===== src/rtl/fifo_pkg.sv =====
// Shared defaults and sizing helpers for the parametrised FIFO family.
package fifo_pkg;

    localparam int unsigned FIFO_DATA_W_DEF = 32;
    localparam int unsigned FIFO_DEPTH_DEF  = 8;

    // Occupancy needs one extra bit so that the value DEPTH itself fits.
    function automatic int unsigned fifo_cnt_w(input int unsigned depth);
        return $clog2(depth) + 1;
    endfunction

endpackage


===== src/rtl/fifo_mem.sv =====
// DEPTH x DATA_W register array: synchronous write, asynchronous read.
module fifo_mem
    import fifo_pkg::*;
#(
    parameter int unsigned DATA_W = FIFO_DATA_W_DEF,
    parameter int unsigned DEPTH  = FIFO_DEPTH_DEF,
    parameter int unsigned AW     = $clog2(DEPTH)
) (
    input  logic              clk_i,
    input  logic              we_i,
    input  logic [AW-1:0]     waddr_i,
    input  logic [DATA_W-1:0] wdata_i,
    input  logic [AW-1:0]     raddr_i,
    output logic [DATA_W-1:0] rdata_o
);

    logic [DATA_W-1:0] mem_q [DEPTH];

    // Storage is deliberately left unreset; validity is tracked by the pointers.
    always_ff @(posedge clk_i) begin
        if (we_i) begin
            mem_q[waddr_i] <= wdata_i;
        end
    end

    assign rdata_o = mem_q[raddr_i];

endmodule


===== src/rtl/fifo_param.sv =====
// Parametrised first-word-fall-through FIFO with occupancy count, thresholds,
// sticky overflow/underflow flags and synchronous flush.
module fifo_param
    import fifo_pkg::*;
#(
    parameter int unsigned DATA_W    = FIFO_DATA_W_DEF,
    parameter int unsigned DEPTH     = FIFO_DEPTH_DEF,
    parameter int unsigned AFULL_TH  = DEPTH - 1,
    parameter int unsigned AEMPTY_TH = 1
) (
    input  logic                         clk_i,
    input  logic                         rst_i,
    input  logic                         push_i,
    input  logic [DATA_W-1:0]            data_i,
    input  logic                         pop_i,
    input  logic                         flush_i,
    output logic [DATA_W-1:0]            data_o,
    output logic                         pnding_o,
    output logic                         full_o,
    output logic                         almost_full_o,
    output logic                         almost_empty_o,
    output logic [fifo_cnt_w(DEPTH)-1:0] count_o,
    output logic                         overflow_o,
    output logic                         underflow_o
);

    localparam int unsigned AW = $clog2(DEPTH);
    localparam int unsigned CW = fifo_cnt_w(DEPTH);

    localparam logic [CW-1:0] DEPTH_C  = CW'(DEPTH);
    localparam logic [CW-1:0] AFULL_C  = CW'(AFULL_TH);
    localparam logic [CW-1:0] AEMPTY_C = CW'(AEMPTY_TH);

    if (DATA_W < 1 || DEPTH < 2 || (DEPTH & (DEPTH - 1)) != 0 ||
        AEMPTY_TH >= AFULL_TH || AFULL_TH > DEPTH) begin : g_param_check
        $fatal(1, "fifo_param: illegal DATA_W/DEPTH/AFULL_TH/AEMPTY_TH combination");
    end

    logic [AW-1:0]     wr_ptr_q, wr_ptr_d;
    logic [AW-1:0]     rd_ptr_q, rd_ptr_d;
    logic [CW-1:0]     count_q,  count_d;
    logic              ovf_q,    ovf_d;
    logic              unf_q,    unf_d;

    logic              not_empty;
    logic              is_full;
    logic              push_acc;
    logic              pop_acc;
    logic [DATA_W-1:0] rdata;

    assign not_empty = (count_q != '0);
    assign is_full   = (count_q == DEPTH_C);

    // When full, a simultaneous pop frees the slot the push is about to use.
    assign push_acc  = push_i && (!is_full || pop_i) && !flush_i;
    assign pop_acc   = pop_i && not_empty && !flush_i;

    always_comb begin
        wr_ptr_d = wr_ptr_q;
        rd_ptr_d = rd_ptr_q;
        count_d  = count_q;
        ovf_d    = ovf_q;
        unf_d    = unf_q;

        if (flush_i) begin
            wr_ptr_d = '0;
            rd_ptr_d = '0;
            count_d  = '0;
            ovf_d    = 1'b0;
            unf_d    = 1'b0;
        end else begin
            if (push_acc) begin
                wr_ptr_d = wr_ptr_q + AW'(1);
            end
            if (pop_acc) begin
                rd_ptr_d = rd_ptr_q + AW'(1);
            end
            unique case ({push_acc, pop_acc})
                2'b10:   count_d = count_q + CW'(1);
                2'b01:   count_d = count_q - CW'(1);
                default: count_d = count_q;
            endcase
            if (push_i && !push_acc) begin
                ovf_d = 1'b1;
            end
            if (pop_i && !not_empty) begin
                unf_d = 1'b1;
            end
        end
    end

    always_ff @(posedge clk_i or posedge rst_i) begin
        if (rst_i) begin
            wr_ptr_q <= '0;
            rd_ptr_q <= '0;
            count_q  <= '0;
            ovf_q    <= 1'b0;
            unf_q    <= 1'b0;
        end else begin
            wr_ptr_q <= wr_ptr_d;
            rd_ptr_q <= rd_ptr_d;
            count_q  <= count_d;
            ovf_q    <= ovf_d;
            unf_q    <= unf_d;
        end
    end

    fifo_mem #(
        .DATA_W (DATA_W),
        .DEPTH  (DEPTH),
        .AW     (AW)
    ) u_mem (
        .clk_i   (clk_i),
        .we_i    (push_acc),
        .waddr_i (wr_ptr_q),
        .wdata_i (data_i),
        .raddr_i (rd_ptr_q),
        .rdata_o (rdata)
    );

    assign data_o         = not_empty ? rdata : '0;
    assign pnding_o       = not_empty;
    assign full_o         = is_full;
    assign almost_full_o  = (count_q >= AFULL_C);
    assign almost_empty_o = (count_q <= AEMPTY_C);
    assign count_o        = count_q;
    assign overflow_o     = ovf_q;
    assign underflow_o    = unf_q;

endmodule


===== config.mk =====
export PLATFORM = sky130hd
export DESIGN_NAME = fifo_param
export DESIGN_NICKNAME = d
export VERILOG_FILES = /design/src/rtl/fifo_pkg.sv /design/src/rtl/fifo_mem.sv /design/src/rtl/fifo_param.sv
export SDC_FILE = /design/constraint.sdc
export NUM_CORES = 1
export LEC_CHECK = 0
export ABC_AREA = 0
export BUFFER_PORTS_ARGS = -buffer_cell sky130_fd_sc_hd__buf_4
export CELL_PAD_IN_SITES_DETAIL_PLACEMENT = 0
export CELL_PAD_IN_SITES_GLOBAL_PLACEMENT = 1
export CORE_ASPECT_RATIO = 2
export CORE_MARGIN = 2
export CORE_UTILIZATION = 56
export CTS_BUF_LIST = sky130_fd_sc_hd__clkbuf_16
export DETAILED_ROUTE_END_ITERATION = 7
export PLACE_DENSITY_LB_ADDON = 0.25
export SLEW_MARGIN = 30
export SYNTH_ARGS = -nofsm -noshare
export SYNTH_HDL_FRONTEND = slang
export SYNTH_SLANG_ARGS = --single-unit

===== constraint.sdc =====
create_clock -name clk_i -period 6.6 [get_ports clk_i]
set_clock_uncertainty 0.15 [all_clocks]
set_input_delay 0.66 -clock clk_i [delete_from_list [all_inputs] [get_ports clk_i]]
set_output_delay 0.66 -clock clk_i [all_outputs]
set_load 0.02 [all_outputs]

# Word-level counts from Yosys, hierarchy flattened
# Memory sizes are Yosys's and may differ from the RTL's.
# Index checks and enable logic that the tools add are counted.
op_classes:
  magnitude_cmp: 2
  n_mux: 13
  reduce_logical: 17
  eq_ne: 3
  add_sub_neg: 4
op_table:
  columns: ["cell", "count"]
  rows:
  - ["$mux W32", 1]
  - ["$mux W3", 4]
  - ["$pmux W4 S2", 1]
  - ["$reduce_bool A2 Y1", 4]
  - ["$add A3 B1 Y3 const B", 2]
  - ["$logic_and A1 B1 Y1", 6]
  - ["$mux W1", 6]
  - ["$add A4 B1 Y4 const B", 1]
  - ["$eq A4 B4 Y1 const B", 1]
  - ["$ge A4 B3 Y1 const B", 1]
  - ["$le A4 B1 Y1 const B", 1]
  - ["$logic_not A1 Y1", 4]
  - ["$mux W4", 1]
  - ["$reduce_bool A4 Y1", 1]
  - ["$sub A4 B1 Y4 const B", 1]
  - ["$reduce_bool A3 Y1", 1]
  - ["$eq A2 B1 Y1 const B", 1]
  - ["$eq A2 B2 Y1 const B", 1]
  - ["$logic_or A1 B1 Y1", 1]
word_totals:
  mem_count: 1
  elab_cells: 45
  input_bits: 37
  ram_bits: 256
  regBits: 12
memory_table:
  columns: ["memory", "depth", "word_bits", "read_ports", "rd_ports_with_merged_regs", "write_ports", "line", "rtl"]
  rows:
  - ["u_mem.mem_q", 8, 32, 1, 0, 1, "fifo_mem.sv:17", "logic [DATA_W-1:0] mem_q [DEPTH];"]

# Depth between registers and ports, before layout
# Gate-level depths: netlist of the first run.
logic_depth:
  ltp_word: 9
  ltp_mapped: 8

# Hierarchy
# From an unflattened synthesis of the first run, not the netlist that was laid out.
unflattened:
  cells_unflattened: 505
  area_unflattened_um2: 10817.9
by_module_without_submodules:
  columns: ["mod", "area_each_um2", "instances", "seq_area_each_um2", "cells_per_inst"]
  rows:
  - ["fifo_mem", 9825.7, 1, 7687.4, 383]
  - ["fifo_param", 992.2, 1, 300.3, 122]

# Worst setup path after synthesis of the first run
# OpenSTA, ideal clock, no wires.
synth_path:
  path_type: "register to register"
  start: "register count_q[0], in the netlist count_o[0]"
  end: "memory u_mem.mem_q[1][0] in the netlist's numbering, enable pin"
  path_stages_with_launch: 6
  slack_ns: 2.510
  path_buffers: 0
  arrival_ns: 3.479
  path_cell_list: "dfrtp_1 inv_1 ha_1 nand3b_1 o2111ai_1 nor3_1"
synth_via:
  elab_chain_len: 7
synth_lines:
  columns: ["element", "line", "rtl"]
  rows:
  - ["start: declaration", "fifo_param.sv:41", "logic [CW-1:0] count_q, count_d;"]
  - ["start signal: assignment", "fifo_param.sv:102", "count_q <= count_d;"]
  - ["$eq A4 B4 Y1", "fifo_param.sv:52", "assign is_full = (count_q == DEPTH_C);"]
  - ["$logic_not A1 Y1", "fifo_param.sv:55", "assign push_acc = push_i && (!is_full || pop_i) && !flush_i;"]
  - ["$logic_or A1 B1 Y1", "fifo_param.sv:55", null]
  - ["$logic_and A1 B1 Y1 (2 in a row)", "fifo_param.sv:55", null]
  - ["$mux W1", "fifo_mem.sv:21", "if (we_i) begin"]
  - ["$mux W1 (implied by the code)", "fifo_mem.sv:22", "mem_q[waddr_i] <= wdata_i;"]
  - ["end: declaration", "fifo_mem.sv:17", null]
# No other way between the ends.

# Final worst setup path of the first run
layout_path:
  start: "register rd_ptr_q[0]"
  end: "output port data_o[24]"
layout_via:
  elab_chain_len: 2
layout_lines:
  columns: ["element", "line", "rtl"]
  rows:
  - ["start: declaration", "fifo_param.sv:40", "logic [AW-1:0] rd_ptr_q, rd_ptr_d;"]
  - ["start signal: assignment", "fifo_param.sv:101", "rd_ptr_q <= rd_ptr_d;"]
  - ["$mem_v2 Z8 W32", null, null]
  - ["$mux W32", "fifo_param.sv:121", "assign data_o = not_empty ? rdata : '0;"]
  - ["end: declaration", "fifo_param.sv:17", "output logic [DATA_W-1:0] data_o,"]
# No other way between the ends.

==> results.txt, run 1 <==
- The run finished with clean final reports.
- Die Footprint: 0.0201 mm2
- Total placed cells including tap cells: 787
* First-pass GRT wire length: 30.5 mm
* Worst reg-to-reg path cell count: 6
- Critical path peak fanout: 40
- Type of element launching the critical path: register
* #FFs+latches synth: 268
* Clock buffer count from CTS: 22
* Iteration count of the initial detailed-routing pass: 4
- Core occupancy in the finished layout: 64.8%
* Number of diodes: 0
- Walking the worst path, the cells encountered are buf_4 > mux4_2 > mux2i_1 > nor2_1 > buf_4.
- Counting I/O delays and the setup requirement, the final critical path takes 3.89 ns.
- Per-cell via count in the routed design: 6.01
- Dividing total power by cell area gives a power density of 342 mW/mm2.
- Most frequent CP cell: buf_4
- WS Path Type: register to primary output
- Largest net degree at the start of global routing: 67
- The clock net in this run drives a total of 268 sinks.
* Number of buffers between clock root and the deepest sink: 3
* Total Routed Length: 19.9 mm
* Mapped Nets: 546
* CP top delay family: buffers and inverters
- Cell at the slowest stage of the critical path: dfrtp_4
- Sequential cells account for 47.6% of the total power.
* # setup viols final: 0
- The count of nets left with antenna violations once routing finished came out at 0.
* Die Wd: 101 um
* Share of total power in the clock network: 29.5%
* Syn avg cell area: 21.0 um2
* HPWL reported at the end of detailed placement: 11.3 mm
- DRC: 0
- Register-to-register setup slack: 3.47 ns
- The endpoint identified for the worst register-to-register timing path is u_mem.mem_q[3][28]$_DFFE_PP_.
- Transition time of the tightest slew-check pin: 0.937 ns
- The number of buffers and inverters on the critical path is 2.
- Root buf cell: clkbuf_16
- The worst-case IR drop observed on VDD is 0.000306 V.
- After the flow finishes, the layout carries non-filler instances totaling 825.
- The final count of pins violating max slew came to 0.
- Summed over all nets, the switching power comes to 0.00112 W.
- In this run the tightest slew margin relative to its limit is 37.5%.
* Worst R2R Start: count_o[0]$_DFFE_PP0P_
- Leakage component of the power: 3.94 nW
* Portion of the clock cycle consumed by the worst path in the final layout: 59.0%
- Num ports: 79
* Switching fraction of total power: 27.0%
- Sequential elements use 75.5% of the synthesized area.
- Delay of the slowest cell on the worst path: 0.77 ns
* Setup Buffers After CTS: 0
- CTS Hold Bufs: 0
- Required time reported for the critical path endpoint: 5.79 ns
- At the later pin of the worst-skew pair, clock insertion delay measures 0.49 ns.
- The total area inside the core boundary comes to 0.0187 mm2.
- The worst hold path belongs to the class input pin to async pin.
- In the final design database the tool counted 634 nets.
- Initial antenna violation count: 0
- DR vias: 4960
* Initial Util: 56.7%
- Total Negative Setup Slacks: 0 ns
- Starting DRT DRC Count: 208
- In this run the core area contains 71 standard-cell rows.
- The die is 198 um tall.
- CTS built an H-tree with a depth of 1.
- At the end of routability-driven placement, the weighted congestion stood at 0.747.
* Total of max-cap violations: 0
- CP Capture Type: primary output
- Synth Instances: 504
* Warnings from Yosys: 0
* Clk pin slew, worst setup/hold paths: 0.07 ns
- Signal arrival time at the worst endpoint: 3.08 ns
- Part of the total power dissipated in combinational logic: 22.9%
- Resize count post-CTS: 0
* Fin. Hold Viols: 0
- Summed over all layers, the global routing overflow is 0.
* Cell-internal power: 0.00301 W
- Cell area after synthesis: 0.0106 mm2
- Across every metal layer, demand over resource in global routing totals 20.7%.
- Relative to the synthesized area, the layout overhead comes to 14.3%.
- Peak clock frequency supported by timing: 257 MHz
- The via count of the first global-routing pass was 5428.
- RSZ-0062 raised after global routing: no
- TritonCTS clock tree: done
- During placement, the flow inserted port buffers numbering 78.
* Number of library cell types mapped by synthesis: 37
- Dividing the detail-routed wire length by the instance count gives 24.1 um.
- In the final layout, the share of cells above drive strength 1 is 33.5%.
[state kept, by name (all words and copies together) (netlist names)]
| signal | count |
|---|---|
| rd_ptr_q | 3 |
| overflow_o | 1 |
| underflow_o | 1 |
| wr_ptr_q | 3 |
| count_o | 4 |
| u_mem.mem_q | 256 |
[cells in the final DEF, fill, tap and decap left out, drive strengths merged, types with 4 or more instances in the layout]
cell type,n
clkinv,11
nor2,51
xor2,6
a21oi,5
nand3,4
buf,90
edfxtp,256
nor3,6
dfrtp,12
mux2i,36
ha,5
clkbuf,23
nand2,6
mux4,64
inv,8
[stage by stage]
step	cell area, um2	worst slack (ns)	total power, W	hold slack, ns
after floorplan	10600	2.51	0.00266	0.375
after detailed placement	11400	3.15	0.00297	0.337
after CTS	12100	2.60	0.00418	0.0374
final	12100	2.71	0.00413	0.0439
after global routing	12100	2.45	0.00430	0.0763
after global placement	11400	3.17	0.00295	0.333
[power by group through the flow]
stage               clock [W]  sequential [W]  combinational [W]
floorplan                   0         0.00197           0.000688
global placement            0         0.00200           0.000945
detailed placement          0         0.00201           0.000960
CTS                   0.00124         0.00197           0.000963
global route          0.00131         0.00198            0.00102
finish                0.00122         0.00197           0.000945
[routing by layer]
layer	global-route usage, %	routed length (um)	vias to the layer above
met3	2.39	874	29
li1	-	-	2207
met5	0	0	-
met4	6.56	387	0
met1	25.3	7300	2596
met2	37.8	11300	128
[synth_stat cells, drive strengths merged]
cell,n,area share (%)
ha,5,0.59
a21o,1,0.071
mux2i,36,3.4
mux2,1,0.11
nand3,4,0.19
a41oi,1,0.083
o21ai,3,0.18
nand2b,3,0.25
nor2,51,1.9
dfrtp,12,2.8
nor3,6,0.33
xor2,6,0.50
clkinv,1,0.047
or2,1,0.059
nor4bb,1,0.095
edfxtp,256,73
mux4,64,14
a21oi,5,0.24
o2111ai,1,0.083
nand3b,1,0.071
nand2,6,0.24
inv,5,0.18
o211ai,2,0.14
nand4,3,0.18
a311oi,1,0.083
or3,1,0.11
clkbuf,6,0.21
nor3b,1,0.18
buf,20,1.4
[worst max path at each step]
stage,slack (ns),cells past startpoint,endpoint,startpoint
2_1_floorplan,2.51,5,u_mem.mem_q[1][0]$_DFFE_PP_,count_o[0]$_DFFE_PP0P_
3_3_place_gp,3.17,5,data_o[24],rd_ptr_q[0]$_DFFE_PP0P_
3_5_place_dp,3.15,5,data_o[24],rd_ptr_q[0]$_DFFE_PP0P_
4_1_cts,2.60,5,data_o[25],rd_ptr_q[0]$_DFFE_PP0P_
5_1_grt,2.45,5,data_o[17],rd_ptr_q[0]$_DFFE_PP0P_
6_report,2.71,5,data_o[24],rd_ptr_q[0]$_DFFE_PP0P_
[cell families after synthesis]
logic type	after synthesis	share of synthesized area [%]
fa+ha+maj	5	0.591
mux	101	17.1
buf+inv	32	1.83
flops	268	75.5
compound gates	14	0.875
xor+xnor	6	0.497
simple gates	78	3.57
[cell type report]
class / count / area (um2)
Clock buffer: 23 / 576
Clock inverter: 15 / 91.3
Fill cell: 1288 / 6570
Inverter: 6 / 23.8
Multi-Input combinational cell: 204 / 2450
Sequential cell: 268 / 7990
Tap cell: 219 / 274
Timing Repair Buffer: 90 / 676
(Power assumes the default switching activity.)
==> run 2, diff against run 1 <==
--- a/config.mk
+++ b/config.mk
@@ -11,7 +11,7 @@
 export CELL_PAD_IN_SITES_GLOBAL_PLACEMENT = 1
 export CORE_ASPECT_RATIO = 2
 export CORE_MARGIN = 2
-export CORE_UTILIZATION = 56
+export CORE_UTILIZATION = 52
 export CTS_BUF_LIST = sky130_fd_sc_hd__clkbuf_16
 export DETAILED_ROUTE_END_ITERATION = 7
 export PLACE_DENSITY_LB_ADDON = 0.25
==> constraint.sdc (replaced) <==
create_clock -name clk_i -period 3.8 [get_ports clk_i]
set_clock_uncertainty 0.15 [all_clocks]
set_input_delay 0.38 -clock clk_i [delete_from_list [all_inputs] [get_ports clk_i]]
set_output_delay 0.38 -clock clk_i [all_outputs]
set_load 0.02 [all_outputs]
==> results.txt, run 2 (synthesis gave the netlist of run 1 again) <==
* Largest net degree at the start of global routing: 29 (-57%)
* Part of the total power dissipated in combinational logic: 23.1% (+0.2 points)
- Clock tree sinks: 268 (unchanged)
- Of the available clock period, the critical path in the final layout requires 83.3%.
- The placed standard-cell area was 0.0116 mm2 (+1.7%).
- GRT busiest layer: met2
- Peak clock frequency supported by timing: 316 MHz
- The worst register-to-register path ends at u_mem.mem_q[4][28]$_DFFE_PP_.
- Relative to the synthesized area, the layout overhead comes to 19.9%.
- First-pass GRT wire length: 32.1 mm (+5.0%)
- Startpoint of the worst hold path: flush_i
- The placement-stage worst setup slack was 0.875 ns (-2.28 ns).
- The library cell used most frequently in the layout, excluding fill and tap cells, is edfxtp_1.
- Fin. Hold Viols: 0 (unchanged)
- The setup slack of the worst register-to-register path came to 0.86 ns (-2.61 ns).
* Total of max-cap violations: 0 (unchanged)
* Switching power total: 0.00202 W (+81%)
* Fin crit period: 3.16 ns
- Number of diodes: 0 (unchanged)
- Final-report max-slew violation count: 0 (unchanged)
* Worst hold margin: 0.0370 ns (-0.00692 ns)
- The number of buffers inserted by post-CTS setup repair came to 0 (unchanged).
* Signal arrival time at the worst endpoint: 2.63 ns (-0.45 ns)
- Type of element launching the critical path: register
- The final design area excluding fillers came to 0.0127 mm2 (+4.9%).
- Initial antenna violation count: 0 (unchanged)
- Initial Util: 53.1% (-3.6 points)
- Clk pin slew, worst setup/hold paths: 0.07 ns (about the same)
- CP Capture Type: primary output
- The overall routing resource usage came to 19.8% (-0.86 points).
- The global routing met2 resource utilization came to 37.2% (-0.69 points).
- Clock latency on the worst-skew pair: 0.50 ns (about the same)
* Die Wd: 105 um (+3.6%)
- Cell-internal power: 0.00545 W (+81%)
* Clock buffer count from CTS: 22 (unchanged)
- The data required time at the worst endpoint was 3.27 ns (-2.52 ns).
- The maximum clock path buffer count was 3 (unchanged).
- RSZ-0062 raised after global routing: no
- The count of buffers inserted at the top-level ports came to 78 (unchanged).
* Routed len/inst: 23.2 um (-3.9%)
- Share of total power in the clock network: 30.8% (+1.3 points)
- Hold Crit Class: input pin to register
* Transition time of the tightest slew-check pin: 0.875 ns (-0.0624 ns)
- Fill count: 1417 (+10%)
* Total congestion overflow after global routing: 0 (unchanged)
* Slew headroom: 41.7% (+4.2 points)
- The I/O pin count was 79 (unchanged).
- Number of placement rows: 73 (+2.8%)
- Sink of the worst hold path: rd_ptr_q[1]$_DFFE_PP0P_
- Total Negative Setup Slacks: 0 ns (unchanged)
* Global routing usage on met3: 2.15% (-0.24 points)
- The flip-flop count of the largest register, all copies and words added is 256 (unchanged).
* Register cell area after layout: 0.00799 mm2 (unchanged)
- The global-route track usage on met1 is 24.3% (-0.96 points).
* Share of post-route cells with drive strength above 1: 33.1% (-0.37 points)
- Number of global-route vias before repair: 5531 (+1.9%)
* Height of the die: 206 um (+3.7%)
- The net switching share of the total power is 27.0% (+0.036 points).
* DR vias: 5203 (+4.9%)
- Seq pwr share: 46.0% (-1.6 points)
- # setup viols final: 0 (unchanged)
- The residual antenna-violating net count after detailed routing is 0 (unchanged).
- Die Footprint: 0.0216 mm2 (+7.5%)
- The power density normalized to cell area came to 589 mW/mm2 (+72%).
- The setup slack of the critical path after layout was 0.636 ns (-2.07 ns).
* TritonCTS clock tree: done
- Status: completed
- HPWL reported at the end of detailed placement: 13.0 mm (+15%)
- Top library cells by usage in the layout, fill and taps aside: 256 x edfxtp_1, 87 x buf_4, 64 x mux4_2
* Worst R2R Start: count_o[0]$_DFFE_PP0P_
* CP startpoint: count_o[0]$_DFFE_PP0P_
- The maximum fanout along the worst path was 26 (-35%).
- Register name with the most flops: u_mem.mem_q
- Total Routed Length: 21.1 mm (+5.8%)
- The number of nets in the layout is 672 (+6.0%).
* Highest ir drop seen on vdd: 0.000604 V (+97%)
- The placer's final routability congestion estimate came to 0.791 (+6.0%).
* Starting DRT DRC Count: 252 (+21%)
- Area of the multi-input gates: 0.00246 mm2 (+0.26%)
- Power after layout: 0.00747 W (+81%)
- The first-pass iteration count of the detailed router came to 4 (unchanged).
- The critical path is of the register to primary output type.
- The worst reg2reg path depth is 7 (+1).
* Number of levels the H-tree was split into: 1 (unchanged)
* Cells on Worst Hold Path: 2
- The area of the core is 0.0199 mm2 (+6.7%).
* Leakage component of the power: 4.16 nW (+5.6%)
- Per-cell via count in the routed design: 5.73 (-4.7%)
- The number of DRC violations after detailed routing was 0 (unchanged).
* Root buf cell: clkbuf_16
## run 2: cell count changes in the layout (fill, tap and decap cells not counted), moves of 2 or more
cell	before	now
buf_12	0	8
buf_4	90	87
bufinv_16	1	3
clkinv_1	6	3
clkinv_2	5	8
dlygate4sd3_1	0	33
## run 2: worst max-delay path by stage
stage	endpoint	slack, ns
after floorplan	u_mem.mem_q[2][0]$_DFFE_PP_	0.34
after global placement	u_mem.mem_q[4][24]$_DFFE_PP_	0.96
after detailed placement	u_mem.mem_q[5][29]$_DFFE_PP_	0.88
after CTS	data_o[30]	0.59
after global routing	data_o[30]	0.46
final	data_o[30]	0.64
## run 2: timing repair
item	in CTS	in global routing
setup endpoints to repair	0	0
hold buffers	33	0
resized for setup	0	0
endpoints found under the hold margin	268	0
## run 2: metal layers
metal / vias to the layer above / part of all wire [%]
li1: 2300 / -
met3: 31 / 3.2
met1: 2744 / 39
met2: 128 / 56
met4: 0 / 2.0
met5: - / 0
## run 2: final cells by class
type | instances | area share [%]
clock buffer | 23 | 4.54
clock inverter | 17 | 1.27
inverter | 6 | 0.187
multi-input combinational | 204 | 19.4
sequential | 268 | 63.0
tap | 262 | 2.58
timing repair buffer | 128 | 9.01
## run 2: power by group through the flow
stage | clock (W) | combinational (W) | sequential, W
floorplan | 0 | 0.00119 | 0.00342
global placement | 0 | 0.00170 | 0.00350
CTS | 0.00235 | 0.00176 | 0.00344
finish | 0.00230 | 0.00173 | 0.00344
detailed placement | 0 | 0.00172 | 0.00351
global route | 0.00245 | 0.00185 | 0.00346
## run 2: worst max-delay path: stages (launching register included)
cell	delay (ns)
dfrtp_1	0.45
inv_1	0.11
ha_1	0.28
nand2b_4	0.10
nor2_4	0.63
buf_4	0.31
nor2_1	0.08
buf_4	0.16
## run 2: per-stage QoR
stage	instances	utilization, %
final	908	63.7
after global routing	908	63.7
after CTS	908	63.7
after detailed placement	835	58.4
after global placement	835	58.4
after floorplan	504	-
==> run 3, diff against run 2 <==
--- a/config.mk
+++ b/config.mk
@@ -11,7 +11,7 @@
 export CELL_PAD_IN_SITES_GLOBAL_PLACEMENT = 1
 export CORE_ASPECT_RATIO = 2
 export CORE_MARGIN = 2
-export CORE_UTILIZATION = 52
+export CORE_UTILIZATION = 47
 export CTS_BUF_LIST = sky130_fd_sc_hd__clkbuf_16
 export DETAILED_ROUTE_END_ITERATION = 7
 export PLACE_DENSITY_LB_ADDON = 0.25
==> constraint.sdc (replaced) <==
create_clock -name clk_i -period 2.5 [get_ports clk_i]
set_clock_uncertainty 0.15 [all_clocks]
set_input_delay 0.25 -clock clk_i [delete_from_list [all_inputs] [get_ports clk_i]]
set_output_delay 0.25 -clock clk_i [all_outputs]
set_load 0.02 [all_outputs]
==> results.txt, run 3 (synthesis gave the netlist of run 1 again) <==
- Status: finished, violations left
- Violated checks: setup timing
- The die footprint came to 0.0238 mm2 (+10%).
* Commonest non-fill, non-tap cell in the layout: edfxtp_1
* Hold Crit Class: input pin to async pin
* Switching power total: 0.00325 W (+61%)
- Root buf cell: clkbuf_16
- The I/O pin count came to 79 (unchanged).
- Share of total power in the clock network: 31.2% (+0.4 points)
- The number of DRC violations after detailed routing is 0 (unchanged).
- Register name with the most flops: u_mem.mem_q
- The number of clock sinks came to 268 (unchanged).
- Total congestion overflow after global routing: 0 (unchanged)
* Top library cells by usage in the layout, fill and taps aside: 256 x edfxtp_1, 99 x buf_4, 64 x mux4_2
- Initial antenna violation count: 0 (unchanged)
- The area of the core came to 0.0221 mm2 (+11%).
* Number of buffers between clock root and the deepest sink: 3 (unchanged)
* # setup viols final: 32 (+32)
- Number of diodes: 0 (unchanged)
- The max-cap check violation count is 0 (unchanged).
- Initial Util: 48.0% (-5.2 points)
* First-pass GRT wire length: 33.0 mm (+2.9%)
- Portion of the clock cycle consumed by the worst path in the final layout: 105%
* Clk pin slew, worst setup/hold paths: 0.06 ns (about the same)
* HPWL reported at the end of detailed placement: 13.2 mm (+1.5%)
- Global-route usage over all layers: 18.8% (-0.97 points)
- Seq pwr share: 42.2% (-3.8 points)
- Fin crit period: 2.62 ns
* Slew headroom: 64.6% (+23 points)
- The share of cells above drive strength 1 came to 37.2% (+4.1 points).
- The H-tree level count was 1 (unchanged).
- The worst-case vdd ir drop was 0.000694 V (+15%).
- Delay of the slowest cell on the worst path: 0.53 ns (-0.10 ns)
- Height of the die: 216 um (+5.1%)
* Iteration count of the initial detailed-routing pass: 4 (unchanged)
- Total number of nets in the final design: 708 (+5.4%)
- Leakage component of the power: 4.43 nW (+6.4%)
* Starting DRT DRC Count: 311 (+23%)
* Die Wd: 110 um (+5.0%)
- The internal portion of total power was 0.00893 W (+64%).
- Core occupancy in the finished layout: 60.3% (-3.5 points)
* CP top delay family: multiplexers
- DR vias: 5318 (+2.2%)
- Walking the worst path, the cells encountered are buf_12 > mux4_2 > mux2i_1 > nor2_1 > buf_4.
* Total Routed Length: 21.5 mm (+2.3%)
- The worst setup path is captured at a primary output.
- WS Path Type: register to primary output
- STA classifies the critical path startpoint as a register.
* Signal arrival time at the worst endpoint: 2.22 ns (-0.41 ns)
- Required time reported for the critical path endpoint: 2.10 ns (-1.17 ns)
- Largest register FFs: 256 (unchanged)
- For this design, the slowest cell found on the critical path is mux4_2.
- The power density normalized to cell area is 916 mW/mm2 (+56%).
- Part of the total power dissipated in combinational logic: 26.5% (+3.4 points)
- Fin worst setup slack: -0.120 ns (-0.756 ns)
* Filler-free cell count of the finished design: 959 (+5.6%)
* Transition time of the tightest slew-check pin: 0.530 ns (-0.345 ns)
- Routability congestion estimate: 0.805 (+1.7%)
- The total count of hold-check failures in the final report was 0 (unchanged).
- Setup repair after global routing could not meet its margin everywhere.
- Static timing analysis puts the maximum clock frequency at 382 MHz.
* Area growth syn-to-layout: 25.6%
* Largest net degree at the start of global routing: 25 (-14%)
* TritonCTS clock tree: done
- The maximum fanout along the worst path is 17 (-35%).
- The mean routed wirelength per cell is 22.5 um (-3.1%).
* Total placed cells including tap cells: 866 (+3.7%)
* Number of placement rows: 77 (+5.5%)
- The residual antenna-violating net count after detailed routing came to 0 (unchanged).
* Final non-filler cell area: 0.0133 mm2 (+4.8%)
- Clock latency on the worst-skew pair: 0.52 ns (+0.02 ns)
* Worst slack after detailed placement: 0.0777 ns (-0.798 ns)
* Total cell area at the placement stage: 0.0119 mm2 (+2.3%)
- The net switching share of the total power was 26.7% (-0.36 points).
- Final-report max-slew violation count: 0 (unchanged)
- Sum of buffers and inverters on the critical path: 2 (-1)
- The detail-routed via count per cell was 5.55 (-3.2%).
- The via count of the first global-routing pass is 5735 (+3.7%).
- The count of buffers inserted at the top-level ports came to 78 (unchanged).
* Clock buffer count from CTS: 24 (+9.1%)
==> run 3: changes by cell type in the layout (fill, tap and decap cells not counted), sizes merged <==
cell / before / now
clkbuf: 23 / 26
bufinv: 3 / 4
dlygate4sd3: 33 / 36
buf: 95 / 125
==> run 3: metrics by stage <==
step / TNS (ns) / hold slack [ns] / total power (W)
2_1_floorplan: -18.17 / -0.0354 / 0.00705
3_3_place_gp: 0 / 0.147 / 0.00810
3_5_place_dp: 0 / 0.174 / 0.00813
4_1_cts: -3.42 / 0.179 / 0.0123
5_1_grt: -5.24 / 0.225 / 0.0127
6_report: -2.41 / 0.171 / 0.0122
==> run 3: final cells by class <==
cell class / instances / area, um2
Fill cell: 1567 / 8770
Sequential cell: 268 / 8000
Multi-Input combinational cell: 204 / 2490
Timing Repair Buffer: 162 / 1620
Clock buffer: 25 / 626
Tap cell: 276 / 345
Clock inverter: 18 / 190
Inverter: 6 / 23.8
==> run 3: path summary, 6_finish.rpt <==
path / startpoint / to / slack [ns] / depth (start not counted)
max reg2reg: count_o[1]$_DFFE_PP0P_ / u_mem.mem_q[0][4]$_DFFE_PP_ / 0.12 / 7
min: rst_i / underflow_o$_DFFE_PP0P_ / 0.17 / 3
min in group clk_i: underflow_o$_DFFE_PP0P_ / underflow_o$_DFFE_PP0P_ / 0.35 / 2
min reg2reg: underflow_o$_DFFE_PP0P_ / underflow_o$_DFFE_PP0P_ / 0.35 / 2
max: rd_ptr_q[0]$_DFFE_PP0P_ / data_o[1] / -0.12 / 5
max in group asynchronous: rst_i / rd_ptr_q[0]$_DFFE_PP0P_ / 1.65 / 3
==> run 3: power groups by stage <==
stage,clock [W],sequential (W),combinational [W]
floorplan,0,0.00521,0.00184
global placement,0,0.00526,0.00285
detailed placement,0,0.00526,0.00287
CTS,0.00389,0.00514,0.00325
global route,0.00407,0.00516,0.00346
finish,0.00380,0.00515,0.00323
==> run 3: worst reg2reg max path, cell delays in order (launching register included) <==
cell and delay [ns]:
dfrtp_2 0.43, inv_2 0.07, ha_4 0.18, nand3b_1 0.20, o21ai_2 0.13, or3_4 0.47
nor3_4 0.26, buf_12 0.21
==> run 3: layer usage <==
| metal | track usage [%] | wire (um) |
|---|---|---|
| met4 | 5.96 | 488 |
| met2 | 33.8 | 12100 |
| met1 | 23.3 | 7970 |
| met3 | 2.32 | 958 |
| met5 | 0 | 0 |
==> run 3: repair_timing <==
action,4_1_cts,5_1_grt
buffers inserted,11,0
gates cloned,2,1
hold endpoints to repair,278,0
resized for setup,8,3
hold buffers,36,0
setup endpoints to repair,33,61
pin swaps,1,2
